### config.mk
export PLATFORM = sky130hd
export DESIGN_NAME = mc_ctrl
export DESIGN_NICKNAME = d
export VERILOG_FILES = /design/src/rtl/mc_pkg.sv /design/src/rtl/mc_decode.sv /design/src/rtl/mc_ctrl.sv
export SDC_FILE = /design/constraint.sdc
export NUM_CORES = 1
export LEC_CHECK = 0
export BUFFER_PORTS_ARGS = -buffer_cell sky130_fd_sc_hd__buf_2
export CAP_MARGIN = 20
export CORE_MARGIN = 2
export CORE_UTILIZATION = 41
export DETAILED_ROUTE_END_ITERATION = 6
export PLACE_DENSITY = 0.69
export REMOVE_ABC_BUFFERS = 1
export SYNTH_ARGS = -nofsm -noshare
export SYNTH_HDL_FRONTEND = slang
export SYNTH_SLANG_ARGS = --single-unit
### constraint.sdc
create_clock -name clk -period 1.7 [get_ports clk]
set_input_delay 0.085 -clock clk [delete_from_list [all_inputs] [get_ports clk]]
set_output_delay 0.085 -clock clk [all_outputs]
set_load 0.1 [all_outputs]
### src/rtl/mc_pkg.sv
// mc_pkg -- shared definitions for the multi-cycle MIPS control slice.
// Holds the opcode/funct encodings, the controller state enum, the codes
// driven on the pc_sel/rf_dst/rf_src/alu_op selects, and the bit positions
// of the one-hot instruction-class vector produced by mc_decode.
package mc_pkg;

  // Opcode field IR[31:26]
  localparam logic [5:0] OP_RTYPE = 6'b000000;
  localparam logic [5:0] OP_J     = 6'b000010;
  localparam logic [5:0] OP_JAL   = 6'b000011;
  localparam logic [5:0] OP_BEQ   = 6'b000100;
  localparam logic [5:0] OP_ORI   = 6'b001101;
  localparam logic [5:0] OP_LUI   = 6'b001111;
  localparam logic [5:0] OP_LW    = 6'b100011;
  localparam logic [5:0] OP_SW    = 6'b101011;

  // Funct field IR[5:0] for R-type
  localparam logic [5:0] FN_JR    = 6'b001000;
  localparam logic [5:0] FN_ADDU  = 6'b100001;
  localparam logic [5:0] FN_SUBU  = 6'b100011;

  typedef enum logic [2:0] {
    S_FETCH  = 3'd0,
    S_DECODE = 3'd1,
    S_EXE    = 3'd2,
    S_MEM    = 3'd3,
    S_WB     = 3'd4
  } state_t;

  // Next-PC select
  localparam logic [1:0] PC_SEQ = 2'd0;  // pc+4
  localparam logic [1:0] PC_BR  = 2'd1;  // branch target
  localparam logic [1:0] PC_JMP = 2'd2;  // jump target
  localparam logic [1:0] PC_JR  = 2'd3;  // rs

  // Register-file write address select
  localparam logic [1:0] DST_RT = 2'd0;
  localparam logic [1:0] DST_RD = 2'd1;
  localparam logic [1:0] DST_RA = 2'd2;  // $31

  // Register-file write data select
  localparam logic [1:0] SRC_ALU = 2'd0;
  localparam logic [1:0] SRC_MDR = 2'd1;
  localparam logic [1:0] SRC_PC  = 2'd2;

  // ALU operation
  localparam logic [1:0] ALU_ADD = 2'd0;
  localparam logic [1:0] ALU_SUB = 2'd1;
  localparam logic [1:0] ALU_OR  = 2'd2;
  localparam logic [1:0] ALU_LUI = 2'd3;

  // Instruction-class one-hot bit positions
  localparam int CLS_ADDU    = 0;
  localparam int CLS_SUBU    = 1;
  localparam int CLS_JR      = 2;
  localparam int CLS_ORI     = 3;
  localparam int CLS_LUI     = 4;
  localparam int CLS_LW      = 5;
  localparam int CLS_SW      = 6;
  localparam int CLS_BEQ     = 7;
  localparam int CLS_J       = 8;
  localparam int CLS_JAL     = 9;
  localparam int CLS_ILLEGAL = 10;
  localparam int NCLS        = 11;

endpackage

### src/rtl/mc_decode.sv
// mc_decode -- combinational instruction classifier.
// Ports:
//   opcode [5:0]  IR[31:26]
//   funct  [5:0]  IR[5:0]
//   cls    [NCLS-1:0]  one-hot instruction class; CLS_ILLEGAL set for any
//                      encoding outside the supported set
module mc_decode
  import mc_pkg::*;
(
  input  logic [5:0]      opcode,
  input  logic [5:0]      funct,
  output logic [NCLS-1:0] cls
);

  always_comb begin
    cls = '0;
    case (opcode)
      OP_RTYPE: begin
        case (funct)
          FN_ADDU: cls[CLS_ADDU]    = 1'b1;
          FN_SUBU: cls[CLS_SUBU]    = 1'b1;
          FN_JR:   cls[CLS_JR]      = 1'b1;
          default: cls[CLS_ILLEGAL] = 1'b1;
        endcase
      end
      OP_ORI:  cls[CLS_ORI]     = 1'b1;
      OP_LUI:  cls[CLS_LUI]     = 1'b1;
      OP_LW:   cls[CLS_LW]      = 1'b1;
      OP_SW:   cls[CLS_SW]      = 1'b1;
      OP_BEQ:  cls[CLS_BEQ]     = 1'b1;
      OP_J:    cls[CLS_J]       = 1'b1;
      OP_JAL:  cls[CLS_JAL]     = 1'b1;
      default: cls[CLS_ILLEGAL] = 1'b1;
    endcase
  end

endmodule

### src/rtl/mc_ctrl.sv
// mc_ctrl -- multi-cycle control unit for the MIPS datapath.
// Sequences FETCH/DECODE/EXE/MEM/WB and drives every datapath enable/select.
// Ports:
//   clk, reset (async, active-low)
//   opcode/funct from IR, zero from ALU, dm_ready from data memory
//   pc_we/pc_sel, ir_we, rf_we/rf_dst/rf_src, alu_src/alu_op/ext_op,
//   dm_re/dm_we memory requests, retire/illegal pulses,
//   state (debug) and instr_cnt (retired-instruction count)
module mc_ctrl
  import mc_pkg::*;
#(
  parameter int CNT_W = 32
) (
  input  logic             clk,
  input  logic             reset,
  input  logic [5:0]       opcode,
  input  logic [5:0]       funct,
  input  logic             zero,
  input  logic             dm_ready,
  output logic             pc_we,
  output logic [1:0]       pc_sel,
  output logic             ir_we,
  output logic             rf_we,
  output logic [1:0]       rf_dst,
  output logic [1:0]       rf_src,
  output logic             alu_src,
  output logic [1:0]       alu_op,
  output logic             ext_op,
  output logic             dm_re,
  output logic             dm_we,
  output logic             retire,
  output logic             illegal,
  output logic [2:0]       state,
  output logic [CNT_W-1:0] instr_cnt
);

  logic [NCLS-1:0] cls;
  state_t          state_reg, state_next;
  logic [CNT_W-1:0] cnt_reg;

  // Ungated strobes; the outputs are masked by reset below
  logic pc_we_c, ir_we_c, rf_we_c, dm_re_c, dm_we_c, retire_c, illegal_c;

  mc_decode u_decode (
    .opcode (opcode),
    .funct  (funct),
    .cls    (cls)
  );

  always_ff @(posedge clk or negedge reset) begin
    if (!reset) begin
      state_reg <= S_FETCH;
      cnt_reg   <= '0;
    end else begin
      state_reg <= state_next;
      if (retire_c)
        cnt_reg <= cnt_reg + CNT_W'(1);
    end
  end

  always_comb begin
    state_next = S_FETCH;
    pc_we_c    = 1'b0;
    pc_sel     = PC_SEQ;
    ir_we_c    = 1'b0;
    rf_we_c    = 1'b0;
    rf_dst     = DST_RT;
    rf_src     = SRC_ALU;
    alu_src    = 1'b0;
    alu_op     = ALU_ADD;
    ext_op     = 1'b0;
    dm_re_c    = 1'b0;
    dm_we_c    = 1'b0;
    retire_c   = 1'b0;
    illegal_c  = 1'b0;

    case (state_reg)
      S_FETCH: begin
        ir_we_c    = 1'b1;
        pc_we_c    = 1'b1;
        state_next = S_DECODE;
      end

      S_DECODE: begin
        // Jumps finish here; PC already holds pc+4, which jal links into $31
        if (cls[CLS_J] || cls[CLS_JAL]) begin
          pc_we_c  = 1'b1;
          pc_sel   = PC_JMP;
          retire_c = 1'b1;
          if (cls[CLS_JAL]) begin
            rf_we_c = 1'b1;
            rf_dst  = DST_RA;
            rf_src  = SRC_PC;
          end
        end else if (cls[CLS_JR]) begin
          pc_we_c  = 1'b1;
          pc_sel   = PC_JR;
          retire_c = 1'b1;
        end else if (cls[CLS_ILLEGAL]) begin
          illegal_c = 1'b1;
        end else begin
          state_next = S_EXE;
        end
      end

      S_EXE: begin
        if (cls[CLS_ADDU] || cls[CLS_SUBU]) begin
          alu_op     = cls[CLS_SUBU] ? ALU_SUB : ALU_ADD;
          state_next = S_WB;
        end else if (cls[CLS_ORI] || cls[CLS_LUI]) begin
          alu_op     = cls[CLS_LUI] ? ALU_LUI : ALU_OR;
          alu_src    = 1'b1;
          state_next = S_WB;
        end else if (cls[CLS_LW] || cls[CLS_SW]) begin
          alu_src    = 1'b1;
          ext_op     = 1'b1;
          state_next = S_MEM;
        end else if (cls[CLS_BEQ]) begin
          alu_op   = ALU_SUB;
          ext_op   = 1'b1;
          pc_sel   = PC_BR;
          pc_we_c  = zero;
          retire_c = 1'b1;
        end
      end

      S_MEM: begin
        dm_re_c = cls[CLS_LW];
        dm_we_c = cls[CLS_SW];
        if (!dm_ready) begin
          state_next = S_MEM;
        end else if (cls[CLS_LW]) begin
          state_next = S_WB;
        end else begin
          retire_c = cls[CLS_SW];
        end
      end

      S_WB: begin
        rf_we_c  = 1'b1;
        retire_c = 1'b1;
        rf_dst   = (cls[CLS_ADDU] || cls[CLS_SUBU]) ? DST_RD : DST_RT;
        rf_src   = cls[CLS_LW] ? SRC_MDR : SRC_ALU;
      end

      default: state_next = S_FETCH;
    endcase
  end

  // While reset is low no write or pulse may escape, even combinationally
  assign pc_we     = pc_we_c   & reset;
  assign ir_we     = ir_we_c   & reset;
  assign rf_we     = rf_we_c   & reset;
  assign dm_re     = dm_re_c   & reset;
  assign dm_we     = dm_we_c   & reset;
  assign retire    = retire_c  & reset;
  assign illegal   = illegal_c & reset;
  assign state     = state_reg;
  assign instr_cnt = cnt_reg;

endmodule

# After elaboration in Yosys (flattened, before gate mapping)
# Index checks and enable logic that the tools add are counted.
# totals
wordCells,104
ff_bits,35
in_bits,16
out_inout_bits,52
# classes
mux,72
reduce_logical,8
bitwise_logic,7
n_eq_ne,14
addsub,1
# ops
operator,n
1-bit 2-to-1 mux,48
"32-bit by 1-bit adder with 32-bit output, second input constant",1
"6-bit == test, second input constant",4
2-bit 2-to-1 mux,11
"6-bit by 4-bit == test with 1-bit output, second input constant",3
3-bit 2-to-1 mux,5
"6-bit by 2-bit == test with 1-bit output, second input constant",2
2-bit case mux with 2 select lines,3
3-bit case mux with 4 select lines,1
1-bit bitwise AND,7
7-bit OR reduction,1
"3-bit by 2-bit == test with 1-bit output, second input constant",2
"6-bit by 3-bit == test with 1-bit output, second input constant",1
6-bit logical NOT,1
1-bit logical OR,4
1-bit case mux with 2 select lines,2
1-bit case mux with 4 select lines,1
"3-bit by 1-bit == test with 1-bit output, second input constant",1
"3-bit == test, second input constant",1
3-bit logical NOT,1
1-bit case mux with 3 select lines,1
3-bit OR reduction,1

# Depth between registers and ports, before layout
# Gate-level depths: netlist (run 1).
# depth
word_depth,9
ltp_mapped,9
ltp_nobuf,6

# Modules after synthesis
# A second synthesis (run 1) with hierarchy kept.
# hier_totals
cells_unflattened,221
area_unflattened_um2,2097.0
# modules_own_cells
mod,cells_each,instances,seq_area_each_um2,area_each_um2
mc_ctrl,192,1,875.8,1906.8
mc_decode,29,1,0.0,190.2

# Worst setup path before layout (run 1)
# OpenSTA, ideal clock, no wires.
# synth_path
kind,register to output
start,"register state_reg[0], in the netlist state[0]"
end,output port illegal
t_required_ps,1615
t_arrival_ps,6153
stages_incl_launch_ff,4
setup_slack_ps,-4538
cell_sequence,dfrtp_1 > clkbuf_1 > nand2_1 > a2111oi_0
# synth_via
elab_chain_cells,3
# synth_rtl
element,line,source
from (decl),mc_ctrl.sv:38,"state_t state_reg, state_next;"
from (signal assigned),mc_ctrl.sv:55,state_reg <= state_next;
3-bit by 1-bit == test with 1-bit output,mc_ctrl.sv:77,case (state_reg)
1-bit 2-to-1 mux,mc_ctrl.sv:77,
1-bit bitwise AND,mc_ctrl.sv:157,assign illegal = illegal_c & reset;
to (decl),mc_ctrl.sv:32,"output logic illegal,"
# Every way passes these cells.

# Worst setup path in the final report (run 1)
# layout_path
start,"register state_reg[2], in the netlist state[2]"
end,output port retire
# layout_via
elab_chain_cells,3
# layout_rtl
element,line,source
"3-bit == test, or another cell as far along",mc_ctrl.sv:77,
1-bit case mux with 4 select lines (*),mc_ctrl.sv:77,
1-bit bitwise AND (*),mc_ctrl.sv:156,assign retire = retire_c & reset;
to (decl),mc_ctrl.sv:31,"output logic retire,"
# Every way passes the cells marked *; elsewhere a longest branch is shown, timed or not.

==> results.txt, run 1 <==
endpoint of the worst register-to-register path -> instr_cnt[16]
area growth from synthesis to layout -> 77.9%
Final Hold Fails -> 0
Max Fclk -> 523 MHz
Worst Path Arrival -> 1.83 ns
share of synthesized cell area in full adder, half adder and majority cells -> 0.598%
Worst path top cell family by delay -> simple AND/OR/NAND/NOR gates
post-layout utilization of the core -> 77.2%
maximum number of pins on one net before global-route repair -> 34
crit end category -> primary output
initial cell density of the core -> 43.4%
area occupied by registers -> 878 um^2
H-tree depth -> 2
Clock Latency Late Sink -> 0.29 ns
number of flops mapped to enable cells by yosys -> 0
buffers plus inverters on the worst setup path -> 2
routed length per instance -> 18.1 um
Distinct cells, synth -> 50
via/cell ratio -> 5.54
cell count after synthesis -> 208
share of Yosys cell area claimed by the top area cell type -> 41.9%
Layout Cell Area excl Fill -> 0.00372 mm^2
worst reg2reg path startpoint -> state[1]
sink of the worst hold path -> state[0]
post-layout total power -> 2.85 mW
overall track demand over capacity in global routing -> 22.7%
placement row count -> 25
number of top-level design ports -> 68
most common cell in the synthesized netlist -> sky130_fd_sc_hd__dfrtp_1
clock transition at the register clock pins on the worst setup and hold paths after CTS -> 0.07 ns
number of diodes -> 0
violations in the final reports -> setup timing
gr ovfl total -> 0
Num Clock Sinks -> 35
Comb power frac -> 45.3%
violation count after the first detailed-routing iteration -> 127
Switch Pwr -> 1.21 mW
layout filler cell count -> 305
die area -> 0.00569 mm^2
mean instance size in the synthesized netlist -> 10.1 um^2
total of warnings raised by yosys -> 0
Die W -> 75.4 um
Hold Path Stages -> 3
skew final -> 0.00691 ns
combinational family with the most area after synthesis -> simple AND/OR/NAND/NOR gates
result of the run -> finished with violations
proportion of layout cells with a drive suffix above 1 -> 59.2%
total clock buffers created by CTS -> 5
unrepaired setup endpoints after global routing -> true
Nets -> 350
number of antenna violations at the first check in global routing -> 0
crit path cell chain -> buf_6 -> nor3b_2 -> a211oi_2 -> and2_4 -> nor2_4 -> buf_12
kind of critical path -> reg2out
part of the cycle the worst path needs -> 113%
Finish-stage setup viols -> 39
Reg power frac -> 32.9%
Max clock buf depth -> 2
root buffer selected by CTS -> sky130_fd_sc_hd__clkbuf_8
First-pass DRT Iterations -> 4
slowest cell delay on critical path -> 0.44 ns
overall die height -> 75.4 um
share of synthesized area spent on multiplexers -> 0.957%
Post-DP HPWL -> 4.32 mm
Worst VDD drop -> 0.631 mV
core area -> 0.00482 mm^2
drc violations -> 0
post-synth design cell area -> 0.00209 mm^2
placed inst area -> 0.00304 mm^2
measured slew at the worst slew-check pin -> 0.515 ns
worst max-slew margin expressed relative to the limit -> 65.6%
Cell Pwr Density -> 767 mW/mm^2
setup slack, reg-to-reg -> -0.18 ns
library cell occupying the most area in the post-synthesis netlist -> sky130_fd_sc_hd__dfrtp_1
#FFs+latches synth -> 35
max-cap violation count -> 0
Vias -> 2215
share of the synthesized area in compound gates (AO/OA/AOI/OAI) -> 6.40%
final critical-path required period -> 1.91 ns
leakage -> 1.90 nW
worst-path fanout max -> 5
type of the worst min-delay path -> in2reg
multi-input gate area in the final layout -> 0.00152 mm^2
critical path launch point type -> register
count of buffers inserted at the top-level ports -> 67
leading cell types by count after synthesis -> 35 x sky130_fd_sc_hd__dfrtp_1, 18 x sky130_fd_sc_hd__xnor2_1, 17 x sky130_fd_sc_hd__nand2_1
number of global-route vias before repair -> 2128
Post-DRT Antenna Nets -> 0
smallest setup slack after layout -> -0.213 ns
CTS tree -> yes
global-route wire length before repair -> 9.85 mm
share of synthesized cell area in and, or, nand and nor gates -> 33.4%
slowest cell on the critical path -> sky130_fd_sc_hd__dfrtp_1
number of flip-flops in the largest register -> 32
total routed wirelength -> 7.25 mm
portion of the post-synthesis area used by sequential elements -> 41.9%
synthesized-area fraction occupied by xor and xnor cells -> 13.0%
source of the worst hold timing path -> dm_ready
share of power burned in the clock network -> 21.7%
Area contributors post-synth -> sky130_fd_sc_hd__dfrtp_1 42%, sky130_fd_sc_hd__xnor2_1 7.5%, sky130_fd_sc_hd__xor2_1 5.4%, sky130_fd_sc_hd__nand3_1 3.6%, sky130_fd_sc_hd__nand4_1 3.6%
gp weighted congestion -> 0.829
switching part of the total power -> 42.2%
final max-slew violation count -> 0
r2r worst-path depth -> 7
P_int -> 1.65 mW
Post-synth ARST share -> 100%
Setup Slack @ Placement -> -0.163 ns
Top FF cell, synth -> sky130_fd_sc_hd__dfrtp_1
worst path required time -> 1.62 ns
-- worst max path at each step --
stage	start	endpoint	slack, ns	cells past startpoint
finish	state[2]	retire	-0.21	6
global route	state[2]	instr_cnt[16]	-0.27	7
CTS	state[2]	retire	-0.17	7
detailed placement	state[1]	instr_cnt[29]	-0.16	6
global placement	state[2]	instr_cnt[29]	-0.11	7
floorplan	state[0]	illegal	-4.41	2
-- cell families after synthesis --
group | Yosys count
mux | 2
xor+xnor | 31
flops | 35
fa+ha+maj | 1
simple gates | 109
buf+inv | 11
compound gates | 19
-- metal layers --
metal | global-route usage [%] | wire, um | vias to the layer above
li1 | - | - | 995
met1 | 27.3 | 2850 | 1101
met5 | 0 | 0 | -
met4 | 8.77 | 226 | 0
met2 | 37.6 | 3730 | 96
met3 | 7.94 | 441 | 23
-- tightest hold or removal path, cell delays in order --
cell,delay [ns]
sky130_fd_sc_hd__buf_2,0.11
sky130_fd_sc_hd__nand3b_1,0.12
sky130_fd_sc_hd__a21oi_1,0.07
-- power groups by stage --
stage	registers, mW	logic, mW	clock network (mW)
floorplan	1.23	0.326	0
global placement	0.929	0.971	0
detailed placement	0.935	0.981	0
CTS	0.929	1.05	0.612
global route	0.943	1.34	0.655
finish	0.940	1.29	0.621
-- cell type report --
cell class | instances | share of cell area, %
inverters | 2 | 0.269
flip-flops and latches | 35 | 23.6
repair buffers | 127 | 30.6
multi-input cells | 162 | 40.9
well taps | 67 | 2.25
clock buffers | 6 | 2.22
clock inverters | 1 | 0.134
-- layout by cell type, fill, tap and decap left out, types with 3 or more instances in the layout --
cell	Yosys	layout
sky130_fd_sc_hd__a21oi_1	6	3
sky130_fd_sc_hd__a21oi_4	0	3
sky130_fd_sc_hd__and2_1	6	3
sky130_fd_sc_hd__and2_4	0	3
sky130_fd_sc_hd__and3_1	8	6
sky130_fd_sc_hd__and4_1	4	4
sky130_fd_sc_hd__buf_12	0	19
sky130_fd_sc_hd__buf_2	1	50
sky130_fd_sc_hd__buf_4	4	45
sky130_fd_sc_hd__buf_6	3	8
sky130_fd_sc_hd__buf_8	0	3
sky130_fd_sc_hd__clkbuf_8	0	6
sky130_fd_sc_hd__dfrtp_1	35	33
sky130_fd_sc_hd__nand2_1	17	12
sky130_fd_sc_hd__nand2_2	1	4
sky130_fd_sc_hd__nand3_1	15	10
sky130_fd_sc_hd__nand3_2	0	4
sky130_fd_sc_hd__nand4_1	12	12
sky130_fd_sc_hd__nor2_1	15	5
sky130_fd_sc_hd__nor2_4	0	8
sky130_fd_sc_hd__nor3_4	1	5
sky130_fd_sc_hd__nor4_4	1	3
sky130_fd_sc_hd__nor4b_4	0	3
sky130_fd_sc_hd__xnor2_1	18	17
sky130_fd_sc_hd__xor2_1	13	13
-- stage by stage --
stage | TNS, ns | hold WS [ns] | cells
floorplan | -55.77 | -0.211 | 199
global placement | -1.12 | -0.103 | 376
detailed placement | -2.33 | -0.102 | 376
CTS | -3.01 | 0.105 | 392
global route | -6.39 | 0.151 | 400
finish | -3.57 | 0.137 | 400
-- repair_timing --
item | in CTS | in global routing
endpoints found under the setup margin | 44 | 47
hold buffers | 1 | 0
pin swaps | 24 | 23
endpoints found under the hold margin | 35 | 0
buffers inserted | 8 | 9
gates cloned | 0 | 1
resized for setup | 47 | 46
Note: power is estimated with default switching activity, not from simulation.
==> run 2, diff against run 1 <==
ABC_AREA = 1   (was default)
PLACE_DENSITY = 0.67   (was 0.69)
SETUP_SLACK_MARGIN = 0.1   (was default)
==> run 2 against run 1 <==
  * The run still ends with setup timing left
  * Clock skew is essentially flat
  * Count of clock-buffer cells in the layout grew 1
  * Combinational power decreased by 18%
  * Sequential share of layout area up 0.24 points
  * Maximum frequency grew 9.6%
  * Critical path depth rose by 2
  * Synthesized area grew 27%
  * Flip-flop and latch count did not move
  * Largest power group unchanged
==> results.txt, run 2 <==
clock transition at the register clock pins on the worst setup and hold paths after CTS -> 0.07 ns
H-tree depth -> 2
r2r worst-path depth -> 10
Worst Path Arrival -> 1.66 ns
Vias -> 2924
final critical-path required period -> 1.75 ns
post-layout total power -> 2.56 mW
leading cell types by count after synthesis -> 180 x sky130_fd_sc_hd__nand2_1, 68 x sky130_fd_sc_hd__nor2_1, 42 x sky130_fd_sc_hd__nand3_1
endpoint of the most critical setup path -> retire
crit path cell chain -> buf_6 -> nand2_2 -> nor2_2 -> nand4_1 -> nand2_2 -> nor2_4 -> a21oi_4 -> buf_12
Max clock buf depth -> 2
drc violations -> 0
area growth from synthesis to layout -> 38.3%
max-cap violation count -> 0
Post-synth ARST share -> 100%
number of flops mapped to enable cells by yosys -> 0
skew final -> 0.00703 ns
routed length per instance -> 13.3 um
gp weighted congestion -> 0.892
Comb power frac -> 41.4%
mean instance size in the synthesized netlist -> 6.32 um^2
Hold Path Stages -> 3
Top FF cell, synth -> sky130_fd_sc_hd__dfrtp_1
result of the run -> finished with violations
timing startpoint of the critical path -> state[0]
Die W -> 84.6 um
placed inst area -> 0.00336 mm^2
type of the worst min-delay path -> in2reg
number of global-route vias before repair -> 2832
gr ovfl total -> 0
most common cell in the synthesized netlist -> sky130_fd_sc_hd__nand2_1
number of flip-flops in the largest register -> 32
endpoint of the worst register-to-register path -> instr_cnt[7]
Num Clock Sinks -> 35
Nets -> 525
global-route wire length before repair -> 13.0 mm
worst reg2reg path startpoint -> state[0]
overall die height -> 84.6 um
Post-DRT Antenna Nets -> 0
worst path required time -> 1.62 ns
total clock buffers created by CTS -> 5
cell occurring most often along the worst timing path -> sky130_fd_sc_hd__nand2_2
violations in the final reports -> setup timing
via/cell ratio -> 4.99
library cell occupying the most area in the post-synthesis netlist -> sky130_fd_sc_hd__dfrtp_1
portion of the post-synthesis area used by sequential elements -> 32.8%
part of the cycle the worst path needs -> 103%
placement row count -> 29
share of Yosys cell area claimed by the top area cell type -> 32.8%
CTS tree -> yes
smallest setup slack after layout -> -0.0450 ns
number of diodes -> 0
Final Hold Fails -> 0
root buffer selected by CTS -> sky130_fd_sc_hd__clkbuf_8
commonest cells after routing, fill and taps aside -> 172 x sky130_fd_sc_hd__nand2_1, 55 x sky130_fd_sc_hd__nor2_1, 50 x sky130_fd_sc_hd__buf_2
count of buffers inserted at the top-level ports -> 67
die area -> 0.00716 mm^2
slowest cell on the critical path -> sky130_fd_sc_hd__dfrtp_1
leakage -> 1.90 nW
unrepaired setup endpoints after global routing -> true
aggregate negative setup slack -> -0.0716 ns
maximum number of pins on one net before global-route repair -> 33
overall track demand over capacity in global routing -> 22.1%
number of top-level design ports -> 68
Setup Slack @ Placement -> -0.0412 ns
Area contributors post-synth -> sky130_fd_sc_hd__dfrtp_1 33%, sky130_fd_sc_hd__nand2_1 25%, sky130_fd_sc_hd__nor2_1 9.6%, sky130_fd_sc_hd__nand3_1 7.9%, sky130_fd_sc_hd__nand3b_1 4.2%
Post-DP HPWL -> 5.75 mm
slowest cell delay on critical path -> 0.40 ns
setup slack, reg-to-reg -> 0.08 ns
Max Fclk -> 573 MHz
switching part of the total power -> 42.5%
number of antenna violations at the first check in global routing -> 0
cell count after synthesis -> 422
measured slew at the worst slew-check pin -> 0.496 ns
post-synth design cell area -> 0.00267 mm^2
final max-slew violation count -> 0
total of warnings raised by yosys -> 0
worst max-slew margin expressed relative to the limit -> 67.2%
core area -> 0.00631 mm^2
initial cell density of the core -> 42.2%
violation count after the first detailed-routing iteration -> 166
Switch Pwr -> 1.09 mW
crit end category -> primary output
Reg power frac -> 35.8%
Worst VDD drop -> 0.475 mV
critical path launch point type -> register
most common library cell in the layout ignoring fill and taps -> sky130_fd_sc_hd__nand2_1
kind of critical path -> reg2out
Finish-stage setup viols -> 3
proportion of layout cells with a drive suffix above 1 -> 29.3%
Cell Pwr Density -> 693 mW/mm^2
total routed wirelength -> 7.77 mm
First-pass DRT Iterations -> 4
share of power burned in the clock network -> 22.8%
P_int -> 1.47 mW
#FFs+latches synth -> 35
Distinct cells, synth -> 24
worst-path fanout max -> 4
Clock Latency Late Sink -> 0.29 ns
Layout Cell Area excl Fill -> 0.00369 mm^2
==> run 2: cell count changes in the layout (fill, tap and decap cells not counted), moves of 6 or more <==
cell / before / now
sky130_fd_sc_hd__xnor2_1: 17 / 5
sky130_fd_sc_hd__nand2_1: 12 / 172
sky130_fd_sc_hd__nand2_2: 4 / 12
sky130_fd_sc_hd__inv_2: 0 / 6
sky130_fd_sc_hd__buf_4: 45 / 18
sky130_fd_sc_hd__inv_1: 1 / 19
sky130_fd_sc_hd__nand3_1: 10 / 41
sky130_fd_sc_hd__nor2_1: 5 / 55
sky130_fd_sc_hd__nand3b_1: 1 / 15
sky130_fd_sc_hd__and3_1: 6 / 0
sky130_fd_sc_hd__nor2_2: 2 / 15
sky130_fd_sc_hd__nand4_1: 12 / 4
==> run 2: cell families (layout without fill, tap and decap cells) <==
family / after synthesis / in the layout / synth area share, %
buffers and inverters: 35 / 122 / 6.48
and+or+nand+nor: 327 / 327 / 53.5
adders and majority gates: 1 / 1 / 0.469
xor gates and xnor gates: 15 / 15 / 4.93
AOI/OAI and AO/OA: 9 / 9 / 1.78
DFF: 35 / 35 / 32.8
==> run 2: routing by layer <==
metal | global-route usage [%] | share of wire, % | vias up | wire length, um
met5 | 0 | 0 | - | 0
li1 | - | - | 1497 | -
met3 | 4.33 | 5.8 | 9 | 450
met4 | 6.06 | 1.3 | 0 | 102
met2 | 35.1 | 47 | 92 | 3650
met1 | 30.8 | 46 | 1326 | 3560
==> run 2: power groups by stage <==
stage	clock [mW]	combinational, mW	sequential, mW
3_3_place_gp	0	0.908	0.920
4_1_cts	0.601	1.01	0.907
6_report	0.584	1.06	0.915
5_1_grt	0.634	1.11	0.920
2_1_floorplan	0	0.350	1.18
3_5_place_dp	0	0.914	0.921
==> run 2: cell type report <==
| class | count | area [um^2] |
|---|---|---|
| fill | 605 | 2630 |
| clock buffer | 7 | 76.3 |
| sequential | 35 | 880 |
| tap | 77 | 96.3 |
| clock inverter | 1 | 5.00 |
| inverter | 25 | 93.8 |
| multi-input combinational | 352 | 1780 |
| timing repair buffer | 89 | 761 |
==> run 2: worst max-delay path, delay by kind of cell (launching register included) <==
family / cells / cell delay [ns]
flip-flops: 1 / 0.40
buffers and inverters: 2 / 0.33
AND/OR/NAND/NOR: 5 / 0.50
AO/OA/AOI/OAI: 1 / 0.15
==> run 2: worst min-delay path by stage <==
stage,from,endpoint,slack (ns)
floorplan,reset,instr_cnt[0],-0.21
global placement,reset,state[1],0.13
detailed placement,reset,state[1],0.14
CTS,dm_ready,state[2],0.1
global route,dm_ready,state[2],0.13
finish,dm_ready,state[2],0.10
==> run 2: stage by stage <==
step | std cells | hold slack (ns) | util [%]
2_1_floorplan | 412 | -0.211 | -
3_3_place_gp | 569 | 0.127 | 53.2
3_5_place_dp | 569 | 0.145 | 53.2
4_1_cts | 584 | 0.0966 | 56.9
5_1_grt | 586 | 0.129 | 58.4
6_report | 586 | 0.101 | 58.4
==> run 2: timing repair <==
action,CTS,global route
gates resized for setup,34,20
setup buffers,6,2
hold buffers,1,0
pin swaps,6,6
endpoints found under the setup margin,48,48
endpoints found under the hold margin,35,0
==> run 3, diff against run 2 <==
PLACE_DENSITY = default   (was 0.67)
SLEW_MARGIN = 25   (was default)
clock period = 2 ns   (was 1.7 ns; I/O delays follow)
==> run 3 against run 2 <==
  * The flow now finishes without violations
  * Critical path depth fell by 2
  * Clock skew about the same
  * Hold slack got worse by 0.0047 ns
  * Non-clock buffer count fell by 13
  * Clock power rose by 18%
  * First-iteration DRC count is 22% lower
  * Routed wire length down 3.6%
  * Core utilization down 5.6 points
  * Register-to-register slack gained 0.23 ns
  * Flip-flop and latch count stayed put
  * Sequential share of layout area up 2.5 points
  * Sequential power shrank 15%
  * Critical path type unchanged
  * Largest cell class unchanged
  * Largest power group is now registers
==> results.txt, run 3 (synthesized netlist as in run 2, its figures left out) <==
Switch Pwr -> 895 uW
number of top-level design ports -> 68
gp weighted congestion -> 0.900
Layout Cell Area excl Fill -> 0.00333 mm^2
drc violations -> 0
proportion of layout cells with a drive suffix above 1 -> 21.2%
number of global-route vias before repair -> 2744
Final Hold Fails -> 0
Worst Path Arrival -> 1.77 ns
share of power burned in the clock network -> 31.1%
number of antenna violations at the first check in global routing -> 0
area growth from synthesis to layout -> 25.0%
measured slew at the worst slew-check pin -> 0.493 ns
H-tree depth -> 2
final critical-path required period -> 1.87 ns
switching part of the total power -> 40.2%
commonest cells after routing, fill and taps aside -> 180 x sky130_fd_sc_hd__nand2_1, 67 x sky130_fd_sc_hd__nor2_1, 55 x sky130_fd_sc_hd__buf_2
number of diodes -> 0
max-cap violation count -> 0
critical path launch point type -> register
skew final -> 0.00664 ns
Nets -> 512
Num Clock Sinks -> 35
global-route wire length before repair -> 12.9 mm
initial cell density of the core -> 42.2%
Comb power frac -> 34.0%
via/cell ratio -> 5.03
maximum number of pins on one net before global-route repair -> 33
worst max-slew margin expressed relative to the limit -> 67.3%
result of the run -> completed
gr ovfl total -> 0
core area -> 0.00631 mm^2
Post-DRT Antenna Nets -> 0
total clock buffers created by CTS -> 5
Reg power frac -> 35.0%
Cell Pwr Density -> 668 mW/mm^2
kind of critical path -> reg2out
root buffer selected by CTS -> sky130_fd_sc_hd__clkbuf_8
placed inst area -> 0.00311 mm^2
Max clock buf depth -> 2
overall track demand over capacity in global routing -> 22.0%
worst-path fanout max -> 6
part of the cycle the worst path needs -> 93.4%
CTS tree -> yes
number of flip-flops in the largest register -> 32
placed cell count -> 560
worst path required time -> 1.90 ns
Vias -> 2882
type of the worst min-delay path -> in2reg
Worst Hold Margin -> 0.0962 ns
count of placed standard cells in the final layout, fillers left out -> 573
clock transition at the register clock pins on the worst setup and hold paths after CTS -> 0.07 ns
die area -> 0.00716 mm^2
P_int -> 1.33 mW
Post-DP HPWL -> 5.65 mm
overall die height -> 84.6 um
unrepaired setup endpoints after global routing -> true
count of buffers inserted at the top-level ports -> 67
layout filler cell count -> 676
post-layout utilization of the core -> 52.8%
First-pass DRT Iterations -> 4
Finish-stage setup viols -> 0
violation count after the first detailed-routing iteration -> 129
Worst VDD drop -> 0.704 mV
final max-slew violation count -> 0
Clock Latency Late Sink -> 0.30 ns
routed length per instance -> 13.1 um
Max Fclk -> 535 MHz
leakage -> 1.82 nW
placement row count -> 29
Die W -> 84.6 um
crit end category -> primary output
total routed wirelength -> 7.49 mm
most common library cell in the layout ignoring fill and taps -> sky130_fd_sc_hd__nand2_1
==> run 3: changes by cell type in the layout (fill, tap and decap cells not counted), moves of 3 or more <==
cell                      change
sky130_fd_sc_hd__nand2_2      -8
sky130_fd_sc_hd__a21oi_1      +4
sky130_fd_sc_hd__inv_1        +4
sky130_fd_sc_hd__buf_12      -12
sky130_fd_sc_hd__nand2_1      +8
sky130_fd_sc_hd__a21oi_4      -3
sky130_fd_sc_hd__inv_2        -4
sky130_fd_sc_hd__nor2_2      -10
sky130_fd_sc_hd__nor2_1      +12
sky130_fd_sc_hd__buf_4        -9
sky130_fd_sc_hd__buf_2        +5
==> run 3: cell type report <==
type | count | area, um^2 | share of cell area (%)
clock buffers | 6 | 82.6 | 2.48
clock inverters | 2 | 35.0 | 1.05
inverters | 25 | 93.8 | 2.82
multi-input cells | 352 | 1640 | 49.2
flip-flops and latches | 35 | 877 | 26.3
well taps | 77 | 96.3 | 2.89
repair buffers | 76 | 508 | 15.2
==> run 3: layer usage <==
layer | wire length (um) | track usage [%] | up-vias
met5 | 0 | 0 | -
met4 | 85 | 6.78 | 0
met3 | 385 | 3.64 | 6
met2 | 3410 | 34.7 | 79
met1 | 3610 | 31.1 | 1322
li1 | - | - | 1475
==> run 3: power groups by stage <==
| stage | combinational (mW) | sequential (mW) | clock [mW] |
|---|---|---|---|
| floorplan | 0.298 | 1.00 | 0 |
| global placement | 0.682 | 0.793 | 0 |
| detailed placement | 0.685 | 0.794 | 0 |
| CTS | 0.700 | 0.781 | 0.703 |
| global route | 0.797 | 0.783 | 0.728 |
| finish | 0.756 | 0.778 | 0.691 |
==> run 3: through the flow <==
stage,setup TNS (ns),power (mW),worst slack (ns)
finish,0,2.23,0.132
floorplan,-30.64,1.30,-3.30
detailed placement,0,1.48,0.196
global placement,0,1.48,0.207
global route,0,2.31,0.0339
CTS,0,2.18,0.0217
==> run 3: path summary, 6_finish.rpt <==
check                               from       endpoint  slack, ns  cells past startpoint
min                             dm_ready       state[2]        0.1                      3
max in group asynchronous          reset  instr_cnt[15]       1.17                      3
min reg2reg                instr_cnt[31]  instr_cnt[31]       0.57                      2
max reg2reg                 instr_cnt[0]  instr_cnt[26]       0.31                     10
min in group asynchronous          reset       state[2]       0.18                      2
max                             state[2]         retire       0.13                      6
==> run 3: worst max-delay path: stages, from the launching register on <==
cell                      delay [ns]
sky130_fd_sc_hd__dfrtp_1        0.46
sky130_fd_sc_hd__nor2_1         0.26
sky130_fd_sc_hd__nand4_1        0.14
sky130_fd_sc_hd__nand2_1        0.13
sky130_fd_sc_hd__nor2_4         0.08
sky130_fd_sc_hd__a21oi_1        0.16
sky130_fd_sc_hd__buf_6          0.25
==> run 3: what timing repair did <==
| action | CTS | global route |
|---|---|---|
| setup buffers | 0 | 4 |
| gates cloned | 0 | 0 |
| pin swaps | 0 | 3 |
| endpoints found under the hold margin | 3 | 0 |
| hold buffers | 1 | 0 |
| resized for setup | 8 | 14 |
| setup endpoints to repair | 8 | 43 |
